[config.mk]
export PLATFORM = sky130hd
export DESIGN_NAME = memory_store_writer_flat
export DESIGN_NICKNAME = d
export VERILOG_FILES = /design/src/rtl/mem_pkg.sv /design/src/rtl/memory_store_writer_if.sv /design/src/rtl/store_request_check.sv /design/src/rtl/memory_store_writer.sv /design/src/flat_wrapper.sv
export SDC_FILE = /design/constraint.sdc
export NUM_CORES = 1
export LEC_CHECK = 0
export ABC_AREA = 0
export CAP_MARGIN = 20
export CORE_MARGIN = 4
export CORE_UTILIZATION = 30
export DETAILED_ROUTE_END_ITERATION = 16
export HOLD_SLACK_MARGIN = 0.08
export SLEW_MARGIN = 20
export SYNTH_ARGS = -nofsm -noshare
export SYNTH_HDL_FRONTEND = slang
export SYNTH_HIERARCHICAL = 1
export SYNTH_SLANG_ARGS = --single-unit
[constraint.sdc]
create_clock -name clock -period 7.3 [get_ports clock]
set_clock_uncertainty 0.2 [all_clocks]
set_input_delay 1.46 -clock clock [delete_from_list [all_inputs] [get_ports clock]]
set_output_delay 1.46 -clock clock [all_outputs]
set_load 0.05 [all_outputs]
[src/rtl/mem_pkg.sv]
// Shared definitions for the byte-wide memory access blocks: width and
// error encodings, the store writer state encoding and a width helper.
package mem_pkg;

    // Request width encodings as seen on req_width
    localparam logic [1:0] WIDTH_BYTE    = 2'd0;
    localparam logic [1:0] WIDTH_HALF    = 2'd1;
    localparam logic [1:0] WIDTH_WORD    = 2'd2;
    localparam logic [1:0] WIDTH_ILLEGAL = 2'd3;

    // Error codes reported alongside the error pulse
    localparam logic [1:0] ERR_NONE       = 2'b00;
    localparam logic [1:0] ERR_MISALIGNED = 2'b01;
    localparam logic [1:0] ERR_RANGE      = 2'b10;
    localparam logic [1:0] ERR_WIDTH      = 2'b11;

    // Store writer control states
    typedef enum logic [1:0] {
        ST_IDLE  = 2'd0,
        ST_WRITE = 2'd1,
        ST_DONE  = 2'd2,
        ST_ERROR = 2'd3
    } state_t;

    // Number of bytes moved by a request of the given width; zero for the
    // illegal encoding so that it can never look like a real transfer.
    function automatic logic [2:0] width_to_bytes(input logic [1:0] width);
        logic [2:0] count;
        case (width)
            WIDTH_BYTE: count = 3'd1;
            WIDTH_HALF: count = 3'd2;
            WIDTH_WORD: count = 3'd4;
            default:    count = 3'd0;
        endcase
        return count;
    endfunction

endpackage

[src/rtl/memory_store_writer_if.sv]
// Store request channel from the CPU load/store path together with the
// byte-wide memory write port and the completion/error status it produces.
interface memory_store_writer_if;

    logic        req_valid;
    logic        req_ready;
    logic [31:0] req_address;
    logic [31:0] req_data;
    logic [1:0]  req_width;

    logic [31:0] mem_address;
    logic [7:0]  mem_write_data;
    logic        mem_write_enable;

    logic        done;
    logic        error;
    logic [1:0]  error_code;

    // Request issuer side: drives the request, observes everything else
    modport master (
        output req_valid,
        output req_address,
        output req_data,
        output req_width,
        input  req_ready,
        input  mem_address,
        input  mem_write_data,
        input  mem_write_enable,
        input  done,
        input  error,
        input  error_code
    );

    // Store writer side: consumes the request, drives the memory port
    modport slave (
        input  req_valid,
        input  req_address,
        input  req_data,
        input  req_width,
        output req_ready,
        output mem_address,
        output mem_write_data,
        output mem_write_enable,
        output done,
        output error,
        output error_code
    );

endinterface

[src/rtl/store_request_check.sv]
// Combinational legality check of a memory request: width, alignment and
// address range against a memory of depth 32-bit words. Shared with the load
// side so both directions reject exactly the same requests.
module store_request_check
    import mem_pkg::*;
#(
    parameter int unsigned depth = 512
) (
    input  logic [31:0] address,
    input  logic [1:0]  width,
    output logic        legal,
    output logic [1:0]  error_code,
    output logic [2:0]  byte_count
);

    // Byte capacity held in 33 bits so the end-of-request sum never wraps
    localparam logic [32:0] CAPACITY = 33'(depth) << 2;

    logic [32:0] end_address;
    logic        misaligned;

    assign byte_count  = width_to_bytes(width);
    assign end_address = {1'b0, address} + {30'b0, byte_count};

    // A half must start on an even byte, a word on a multiple of four
    always_comb begin
        misaligned = 1'b0;
        case (width)
            WIDTH_HALF: misaligned = address[0];
            WIDTH_WORD: misaligned = |address[1:0];
            default:    misaligned = 1'b0;
        endcase
    end

    // Width beats alignment beats range when several problems coexist
    always_comb begin
        error_code = ERR_NONE;
        if (width == WIDTH_ILLEGAL) begin
            error_code = ERR_WIDTH;
        end else if (misaligned) begin
            error_code = ERR_MISALIGNED;
        end else if (end_address > CAPACITY) begin
            error_code = ERR_RANGE;
        end
        legal = (error_code == ERR_NONE);
    end

endmodule

[src/rtl/memory_store_writer.sv]
// Accepts one 32-bit store request and serialises it into little-endian
// single-byte writes, one per clock, on a byte-wide memory write port.
// Illegal requests are rejected before any write with an error pulse.
module memory_store_writer
    import mem_pkg::*;
#(
    parameter int unsigned depth = 512
) (
    input  logic                  clock,
    input  logic                  reset,
    memory_store_writer_if.slave  bus
);

    state_t      state;
    logic [31:0] mem_address_q;
    logic [7:0]  mem_write_data_q;
    logic        mem_write_enable_q;
    logic        done_q;
    logic        error_q;
    logic [1:0]  error_code_q;

    // Remaining store bytes, lowest pending byte in [7:0]
    logic [31:0] data_shift;
    // Bytes still to be written after the one currently on the port
    logic [2:0]  bytes_left;

    logic        check_legal;
    logic [1:0]  check_code;
    logic [2:0]  check_bytes;

    store_request_check #(
        .depth (depth)
    ) u_check (
        .address    (bus.req_address),
        .width      (bus.req_width),
        .legal      (check_legal),
        .error_code (check_code),
        .byte_count (check_bytes)
    );

    assign bus.req_ready        = (state == ST_IDLE);
    assign bus.mem_address      = mem_address_q;
    assign bus.mem_write_data   = mem_write_data_q;
    assign bus.mem_write_enable = mem_write_enable_q;
    assign bus.done             = done_q;
    assign bus.error            = error_q;
    assign bus.error_code       = error_code_q;

    // Control FSM: byte 0 is put on the port at the accept edge so it is
    // visible in the first cycle after accept; each later edge advances one byte.
    always_ff @(posedge clock) begin
        if (reset) begin
            state              <= ST_IDLE;
            mem_address_q      <= '0;
            mem_write_data_q   <= '0;
            mem_write_enable_q <= 1'b0;
            done_q             <= 1'b0;
            error_q            <= 1'b0;
            error_code_q       <= ERR_NONE;
            data_shift         <= '0;
            bytes_left         <= '0;
        end else begin
            case (state)
                ST_IDLE: begin
                    if (bus.req_valid) begin
                        if (check_legal) begin
                            state              <= ST_WRITE;
                            mem_write_enable_q <= 1'b1;
                            mem_address_q      <= bus.req_address;
                            mem_write_data_q   <= bus.req_data[7:0];
                            data_shift         <= {8'h00, bus.req_data[31:8]};
                            bytes_left         <= check_bytes - 3'd1;
                        end else begin
                            state        <= ST_ERROR;
                            error_q      <= 1'b1;
                            error_code_q <= check_code;
                        end
                    end
                end
                ST_WRITE: begin
                    if (bytes_left == 3'd0) begin
                        mem_write_enable_q <= 1'b0;
                        done_q             <= 1'b1;
                        state              <= ST_DONE;
                    end else begin
                        mem_address_q    <= mem_address_q + 32'd1;
                        mem_write_data_q <= data_shift[7:0];
                        data_shift       <= {8'h00, data_shift[31:8]};
                        bytes_left       <= bytes_left - 3'd1;
                    end
                end
                ST_DONE: begin
                    done_q <= 1'b0;
                    state  <= ST_IDLE;
                end
                ST_ERROR: begin
                    error_q      <= 1'b0;
                    error_code_q <= ERR_NONE;
                    state        <= ST_IDLE;
                end
                default: begin
                    state <= ST_IDLE;
                end
            endcase
        end
    end

endmodule

[src/flat_wrapper.sv]
// flat-port wrapper written by rule: the top's interface ports become plain ports
module memory_store_writer_flat import mem_pkg::*;
#(
    parameter int unsigned depth = 512
)
  (clock, reset, bus_req_valid, bus_req_address, bus_req_data, bus_req_width, bus_req_ready, bus_mem_address, bus_mem_write_data, bus_mem_write_enable, bus_done, bus_error, bus_error_code);
  memory_store_writer_if bus_i ();
  input  logic clock;
  input  logic reset;
  input wire logic [$bits(bus_i.req_valid)-1:0] bus_req_valid;
  input wire logic [$bits(bus_i.req_address)-1:0] bus_req_address;
  input wire logic [$bits(bus_i.req_data)-1:0] bus_req_data;
  input wire logic [$bits(bus_i.req_width)-1:0] bus_req_width;
  output wire logic [$bits(bus_i.req_ready)-1:0] bus_req_ready;
  output wire logic [$bits(bus_i.mem_address)-1:0] bus_mem_address;
  output wire logic [$bits(bus_i.mem_write_data)-1:0] bus_mem_write_data;
  output wire logic [$bits(bus_i.mem_write_enable)-1:0] bus_mem_write_enable;
  output wire logic [$bits(bus_i.done)-1:0] bus_done;
  output wire logic [$bits(bus_i.error)-1:0] bus_error;
  output wire logic [$bits(bus_i.error_code)-1:0] bus_error_code;
  assign bus_i.req_valid = bus_req_valid;
  assign bus_i.req_address = bus_req_address;
  assign bus_i.req_data = bus_req_data;
  assign bus_i.req_width = bus_req_width;
  assign bus_req_ready = bus_i.req_ready;
  assign bus_mem_address = bus_i.mem_address;
  assign bus_mem_write_data = bus_i.mem_write_data;
  assign bus_mem_write_enable = bus_i.mem_write_enable;
  assign bus_done = bus_i.done;
  assign bus_error = bus_i.error;
  assign bus_error_code = bus_i.error_code;
  memory_store_writer #(.depth(depth)) u_core (.clock(clock), .reset(reset), .bus(bus_i));
endmodule
# Yosys cells after proc, flatten, opt, wreduce, memory -nomap -nowiden
# Cells that the tools add are included.
# classes
addsub,4
n_mul,0
div_mod_pow,0
order_cmp,1
n_eq_ne,11
shifts,0
n_mux,37
bitwise_logic,0
reduce_logical,14
# op_table
operator,count
$mux W32,6
$pmux W32 S2,2
$add A32 B3 Y33,1
$gt A33 B12 Y1 const B,1
$add A32 B1 Y32 const B,1
$mux W8,3
$mux W2,8
$pmux W8 S2,1
$mux W3,3
$pmux W3 S3,1
$eq A2 B2 Y1 const B,4
$pmux W1 S2,4
$reduce_and A4 Y1,2
$logic_not A2 Y1,3
$mux W1,6
$ne A2 B2 Y1 const B,3
$pmux W2 S3,1
$pmux W3 S2,1
$reduce_bool A2 Y1,3
$sub A3 B1 Y3 const B,2
$eq A2 B1 Y1 const B,2
$ne A2 B1 Y1 const B,2
$pmux W2 S2,1
$reduce_and A2 Y1,2
other kinds (3),4
# word_totals
register_bits,82
latch_bits,0
ram_bits,0
romBits,0
input_bits,69
output_inout_bits,46
elab_cells,76
memories,0

# Depth between registers and ports, before layout
# Gate-level depths: netlist of the first run.
# depth
depth_word,11
depth_mapped,18

# By module
# Netlist of the first run, hierarchy kept.
# by_module_without_submodules
module,instances,cells_each,area_per_inst_um2
memory_store_writer,1,515,3882.5
store_request_check,1,124,880.8

# Least setup slack after synthesis of the first run
# No wires, ideal clock.
# synth_timing
kind,input to register
start,input port bus_req_width[0]
end,register u_core.mem_address_q[13] (netlist: u_core/bus.mem_address[13])
setup_ps,65
arrival_time_ps,5190
path_slack_ps,1845
path_stages,17
path_buffers,3
path_cell_list,inv_1 ha_1 ha_1 fa_1 a21oi_1 or3_2 clkbuf_1 o21ai_0 mux2_2 a2111oi_4 and4b_1 a21oi_1 a211oi_1 clkbuf_1 buf_1 a21oi_1 nor2_1
# synth_between
elab_chain_cells,10
word_cells_on_any_way,14
cone_classes,add/sub: 1; order compare: 1; eq/ne: 4; mux: 5; reduce/logical: 3
# synth_rtl
element,line_no,source
start: declaration,flat_wrapper.sv:13,input wire logic [$bits(bus_i.req_width)-1:0] bus_req_width;
$eq A2 B2 Y1 (tied with other cells),mem_pkg.sv:29,case (width)
$pmux W3 S3 *,mem_pkg.sv:29,
net u_core.check_bytes[0],memory_store_writer.sv:29,logic [2:0] check_bytes;
$add A32 B3 Y33 *,store_request_check.sv:23,"assign end_address = {1'b0, address} + {30'b0, byte_count};"
$gt A33 B12 Y1 *,store_request_check.sv:42,end else if (end_address > CAPACITY) begin
$mux W2 *,store_request_check.sv:42,
$mux W2 *,store_request_check.sv:40,end else if (misaligned) begin
$mux W2 *,store_request_check.sv:38,if (width == WIDTH_ILLEGAL) begin
$logic_not A2 Y1 *,store_request_check.sv:45,legal = (error_code == ERR_NONE);
net u_core.check_legal,memory_store_writer.sv:27,logic check_legal;
$ne A2 B1 Y1 (no source line) *,--,
$reduce_and A4 Y1 (no source line) *,--,
end signal: assignment,memory_store_writer.sv:69,mem_address_q <= bus.req_address;
end signal: assignment,memory_store_writer.sv:86,mem_address_q <= mem_address_q + 32'd1;
end: declaration,memory_store_writer.sv:15,logic [31:0] mem_address_q;
# Mark *: on every way through the listed nets, which the timed path passes. The rest lies on a longest branch.
# A chain may end at the register's enable or synchronous reset.

# Worst setup path in the final report of the first run
# layout_timing
start,input port bus_req_width[0]
end,register u_core.mem_address_q[14] (netlist: u_core/bus.mem_address[14])
# Same word-level chain as after synthesis.

==> results of run 1 <==
[sequential cells by signal, summed over array words and instances, names as in the netlist]
name                         cells
u_core/bus.mem_address          32
u_core/data_shift               24
u_core/bus.mem_write_data        8
u_core/bytes_left                3
u_core/bus.error_code            2
u_core/state                     2
u_core/bus.done                  1
u_core/bus.error                 1
u_core/bus.mem_write_enable      1
[cells in the final DEF (no fill, tap or decap), drive strengths merged, types with 10 or more instances in the layout]
cell / count
clkdlybuf4s50: 113
a22oi: 15
inv: 10
dfxtp: 74
ha: 11
a311oi: 27
clkbuf: 10
nand2: 107
nor4: 15
nor3: 18
nor2: 66
mux2i: 11
a21oi: 36
nand3: 40
buf: 11
and2: 11
o22ai: 10
o21ai: 25
nand4: 21
[metrics by stage]
step	hold slack [ps]	total power, uW
floorplan	232	742
global placement	242	899
detailed placement	245	906
CTS	255	1310
global route	273	1370
finish	254	1310
[synth_stat cells (all sizes together) (10+ instances only)]
cell    count  area (um^2)
nor4       15         93.8
nand3      40          218
nand2     107          404
nor2       66          248
inv        10         37.5
nor3       18         95.1
ha         11          138
dfxtp      74         1480
a22oi      15          113
nand4      21          138
a311oi     27          236
and2       11         68.8
o21ai      25          125
mux2i      11          110
o22ai      10         62.6
a21oi      36          180
clkbuf     38          164
[worst max-delay path by stage]
stage,startpoint,to,slack (ps)
floorplan,bus_req_width[0],u_core/bus.mem_address[13],1850
global placement,bus_req_width[0],u_core/bus.mem_address[0],880
detailed placement,bus_req_width[0],u_core/bus.mem_address[7],740
CTS,bus_req_width[0],u_core/bus.mem_address[14],1090
global route,bus_req_width[0],u_core/data_shift[14],510
finish,bus_req_width[0],u_core/bus.mem_address[14],990
[cell families (layout without fill, tap and decap cells)]
group           after synthesis  after routing  synth area share [%]
buf+inv                      54            150                  4.89
xor+xnor                      4              4                 0.736
simple gates                317            317                  32.6
mux                          15             15                  3.34
fa+ha+maj                    12             12                  3.31
flops                        74             74                  31.1
compound gates              163            163                  24.0
[metal layers]
layer | global-route usage, % | part of all wire [%]
met5 | 0 | 0
met4 | 6.46 | 1.7
met3 | 3.53 | 8.3
met2 | 29.3 | 47
met1 | 24.2 | 43
[power breakdown]
part           switching [uW]  internal (uW)
registers                48.3            445
clock network             174            230
logic                     254            153
[critical path, cell delays in order]
cell and delay [ps]:
clkdlybuf4s50_1 540, inv_1 110, ha_1 230, ha_1 220, fa_1 420, a21oi_1 310
nor2_1 130, a311oi_1 360, nor4_1 90, a311oi_1 320, nor4_1 130, and4b_1 260
a21oi_1 340, a211o_1 610, buf_4 380, nor2_1 140, a32o_1 270
[area by class of cell]
class	count	area, um^2	area share (%)
clock buffers	10	229	3.61
clock inverters	6	43.8	0.690
inverters	10	37.5	0.591
multi-input cells	511	3070	48.4
flip-flops and latches	74	1480	23.3
well taps	211	264	4.16
repair buffers	124	1220	19.3
==> results.md, run 1 <==
- Vias: 5392
- Max_cap viols: 0
- Layout Utilization: 41.3%
- Die width: 134 um
- RSZ-0062 raised after global routing: false
- Clk Latency, worst-skew pair: 340 ps
- H-tree levels: 3
- Crit. End Element: flop
- Cell Area, Synth: 0.00476 mm^2
- Gpl congestion: 0.936
- Setup WS pre-CTS: 745 ps
- Least-Margin Pin Slew: 938 ps
- PostCTS Resize Cnt: 0
- Synthesis Warnings: 6
- Post-synth EDFFs: 0
- Tcrit/Tclk final: 86.4%
- Min-delay src: u_core/data_shift[20]
- FF+latch count, synth: 74
- VDD IR max: 0.105 mV
- Tmin final: 6310 ps
- Routed WL: 16.9 mm
- Power Dens Cells: 206 mW/mm^2
- Share of layout cells above drive strength 1: 6.80%
- Sequential share of the synthesized area: 31.1%
- Placed insts: 930
- Top Ports: 115
- DR WL/cell: 17.9 um
- # port buffers: 114
- Drt initial violations: 637
- Largest net degree at the start of global routing: 73
- Fin cells: 946
- Main flop type after synthesis: dfxtp_1
- Post-synthesis cell type count: 75
- Final setup vio count: 0
- Initial Util: 31.0%
- Synth-to-layout area growth: 33.3%
- CP Class: in -> reg
- Routed vias/inst: 5.70
- Die height: 134 um
- Setup bufs post-CTS: 0
- Final-report hold violation count: 0
- Worst Hold Path EP: u_core/data_shift[20]
- Hold depth: 2
- Startpoint Class: primary input
- Vias in the first global route: 5020
- Initial antenna violation count: 0
- Clock sinks: 74
- CTS buffer count: 9
- Congestion Overflow GR: 0
- Reg clk slew, reported paths: 60 ps
- DRC viols: 0
- Placeable Area: 0.0154 mm^2
- ANT cells: 0
- Slack of the worst reg-to-reg path: 4590 ps
- Site Rows: 45
- Net Count, Synth: 720
- Mapped Cells: 639
- Clk buf depth: 2
- First-pass GRT wire length: 26.5 mm
- Avg Inst Size Synth: 7.45 um^2
- Status: completed
- Crit path setup slack, layout: 991 ps
- Setup TNS: 0 ps
- Hold buffers post-CTS: 0
- Final Max Slew Viols: 0
- WP data required: 7330 ps
- Total Routing Usage GR: 18.1%
- Root Buffer: clkbuf_16
- Maximum clock frequency: 159 MHz
- Nets: 811
- Crit-path max FO: 22
- Post-DP HPWL: 12.3 mm
- Reg-to-Reg Start: u_core/state[0]
- Leak pwr: 0.00213 uW
- DIE AREA: 0.0180 mm^2
- Worst r2r path cells: 5
- DRT antenna net count: 0
- TritonRoute pass-1 iters: 5
- Hold Path Class: reg -> reg
- Finished Cell Area: 0.00635 mm^2
- Worst Path Arrival: 6340 ps
- Layout fillers: 1552
- Max-slew headroom: 36.9%
- Reg-to-Reg End: u_core/bus.mem_address[31]
- Asr flop ratio synth: 0%
- CTS tree: done
- Placement Cell Area: 0.00608 mm^2
No activity file was read; power rests on OpenSTA's default activity.
==> inputs of run 2 (changes only) <==
- CORE_ASPECT_RATIO: not set -> 1.75
==> run 2 against run 1 <==
Final cell count decreased by 2.5%. Total power increased by 4.6%. Maximum frequency increased by 0.12%.
==> results.md, run 2 (synthesized netlist as in run 1, its figures left out) <==
- Maximum clock frequency: 159 MHz
- Total Routing Usage GR: 18.9%
- Sequential Power Share: 36.0%
- Synth-to-layout area growth: 33.9%
- ANT cells: 0
- Hold buffers post-CTS: 0
- Congestion Overflow GR: 0
- Layout fillers: 1649
- Final Max Slew Viols: 0
- Final-report hold violation count: 0
- CP Class: in -> reg
- Vias: 5284
- Hold Path Class: reg -> reg
- Status: completed
- Largest net degree at the start of global routing: 72
- Design Power: 1370 uW
- Worst Path Arrival: 6340 ps
- Crit. End Element: flop
- Crit-path max FO: 32
- Routed vias/inst: 5.73
- Power Dens Cells: 214 mW/mm^2
- Initial antenna violation count: 0
- PostCTS Resize Cnt: 0
- Least-Margin Pin Slew: 888 ps
- CTS tree: done
- Nets: 812
- Tmin final: 6300 ps
- Clk buf depth: 2
- Die width: 103 um
- # port buffers: 114
- Site Rows: 60
- Initial Util: 30.8%
- DRT antenna net count: 0
- WHS: 254 ps
- VDD IR max: 0.0910 mV
- Vias in the first global route: 5271
- Most frequent cells in the layout: clkdlybuf4s50_1 (113), nand2_1 (106), dfxtp_1 (74)
- Cell-internal power: 873 uW
- CTS buffer count: 9
- H-tree levels: 3
- Die height: 175 um
- Top Ports: 115
- Tcrit/Tclk final: 86.3%
- TritonRoute pass-1 iters: 5
- RSZ-0062 raised after global routing: false
- Sw Ratio: 36.1%
- Max_cap viols: 0
- Leak pwr: 0.00216 uW
- Setup TNS: 0 ps
- Post-DP HPWL: 13.0 mm
- Root Buffer: clkbuf_16
- Finished Cell Area: 0.00638 mm^2
- Logic pwr share: 30.1%
- DRC viols: 0
- Gpl congestion: 0.904
- Clk Latency, worst-skew pair: 330 ps
- Routed WL: 17.3 mm
- Switching Power: 493 uW
- DIE AREA: 0.0180 mm^2
- First-pass GRT wire length: 27.1 mm
- Placement Cell Area: 0.00607 mm^2
- Reg clk slew, reported paths: 70 ps
- Setup bufs post-CTS: 0
- Commonest non-fill, non-tap cell in the layout: clkdlybuf4s50_1
- Share of layout cells above drive strength 1: 7.07%
- Max-slew headroom: 40.6%
- Clock sinks: 74
- Max reg flops: 32
- DR WL/cell: 18.7 um
- Clock power frac: 33.9%
- Final setup vio count: 0
- WP data required: 7340 ps
- Drt initial violations: 345
- Layout Utilization: 41.2%
- Placeable Area: 0.0155 mm^2
- Startpoint Class: primary input
-- run 2: per-layer routing --
metal | vias up | share of wire, % | GRT usage (%)
met5 | - | 0 | 0
met4 | 0 | 3.1 | 8.32
met3 | 31 | 5.7 | 3.04
met2 | 179 | 53 | 33.3
met1 | 2508 | 38 | 21.8
li1 | 2566 | - | -
-- run 2: final timing paths --
check | start | endpoint | slack, ps | cells after the start
setup / recovery | bus_req_width[0] | u_core/data_shift[3] | 1000 | 16
hold / removal | u_core/data_shift[22] | u_core/data_shift[22] | 250 | 2
hold reg to reg | u_core/data_shift[22] | u_core/data_shift[22] | 250 | 2
setup reg to reg | u_core/state[0] | u_core/bus.mem_address[31] | 4600 | 5
-- run 2: critical path, cell delays in order --
cell and delay (ps):
clkdlybuf4s50_1 530, inv_1 100, ha_1 250, ha_1 360, nand3_1 150, a211oi_2 570, a21oi_1 150, a2111oi_0 380
o21ai_0 160, nor4_1 430, and4b_1 300, a21oi_1 140, a211oi_4 780, buf_12 260, nor2_1 60, a311oi_1 250
-- run 2: area by class of cell --
type	instances	area (um^2)	share of cell area, %
clock buffers	9	225	3.53
inverters	10	37.5	0.589
multi-input cells	511	3070	48.2
repair buffers	125	1240	19.5
well taps	186	233	3.65
flip-flops and latches	74	1480	23.2
clock inverters	7	83.8	1.31
-- run 2: metrics by stage --
stage          setup WS [ps]  instances
3_3_place_gp             916        906
2_1_floorplan           1850        639
4_1_cts                 1080        922
6_report                 998        922
5_1_grt                  708        922
3_5_place_dp             711        906
-- run 2: power groups by stage --
stage	logic [uW]	clock network [uW]	registers, uW
final	411	463	492
after global routing	443	493	499
after global placement	404	0	500
after floorplan	178	0	564
after detailed placement	409	0	501
after CTS	411	476	492
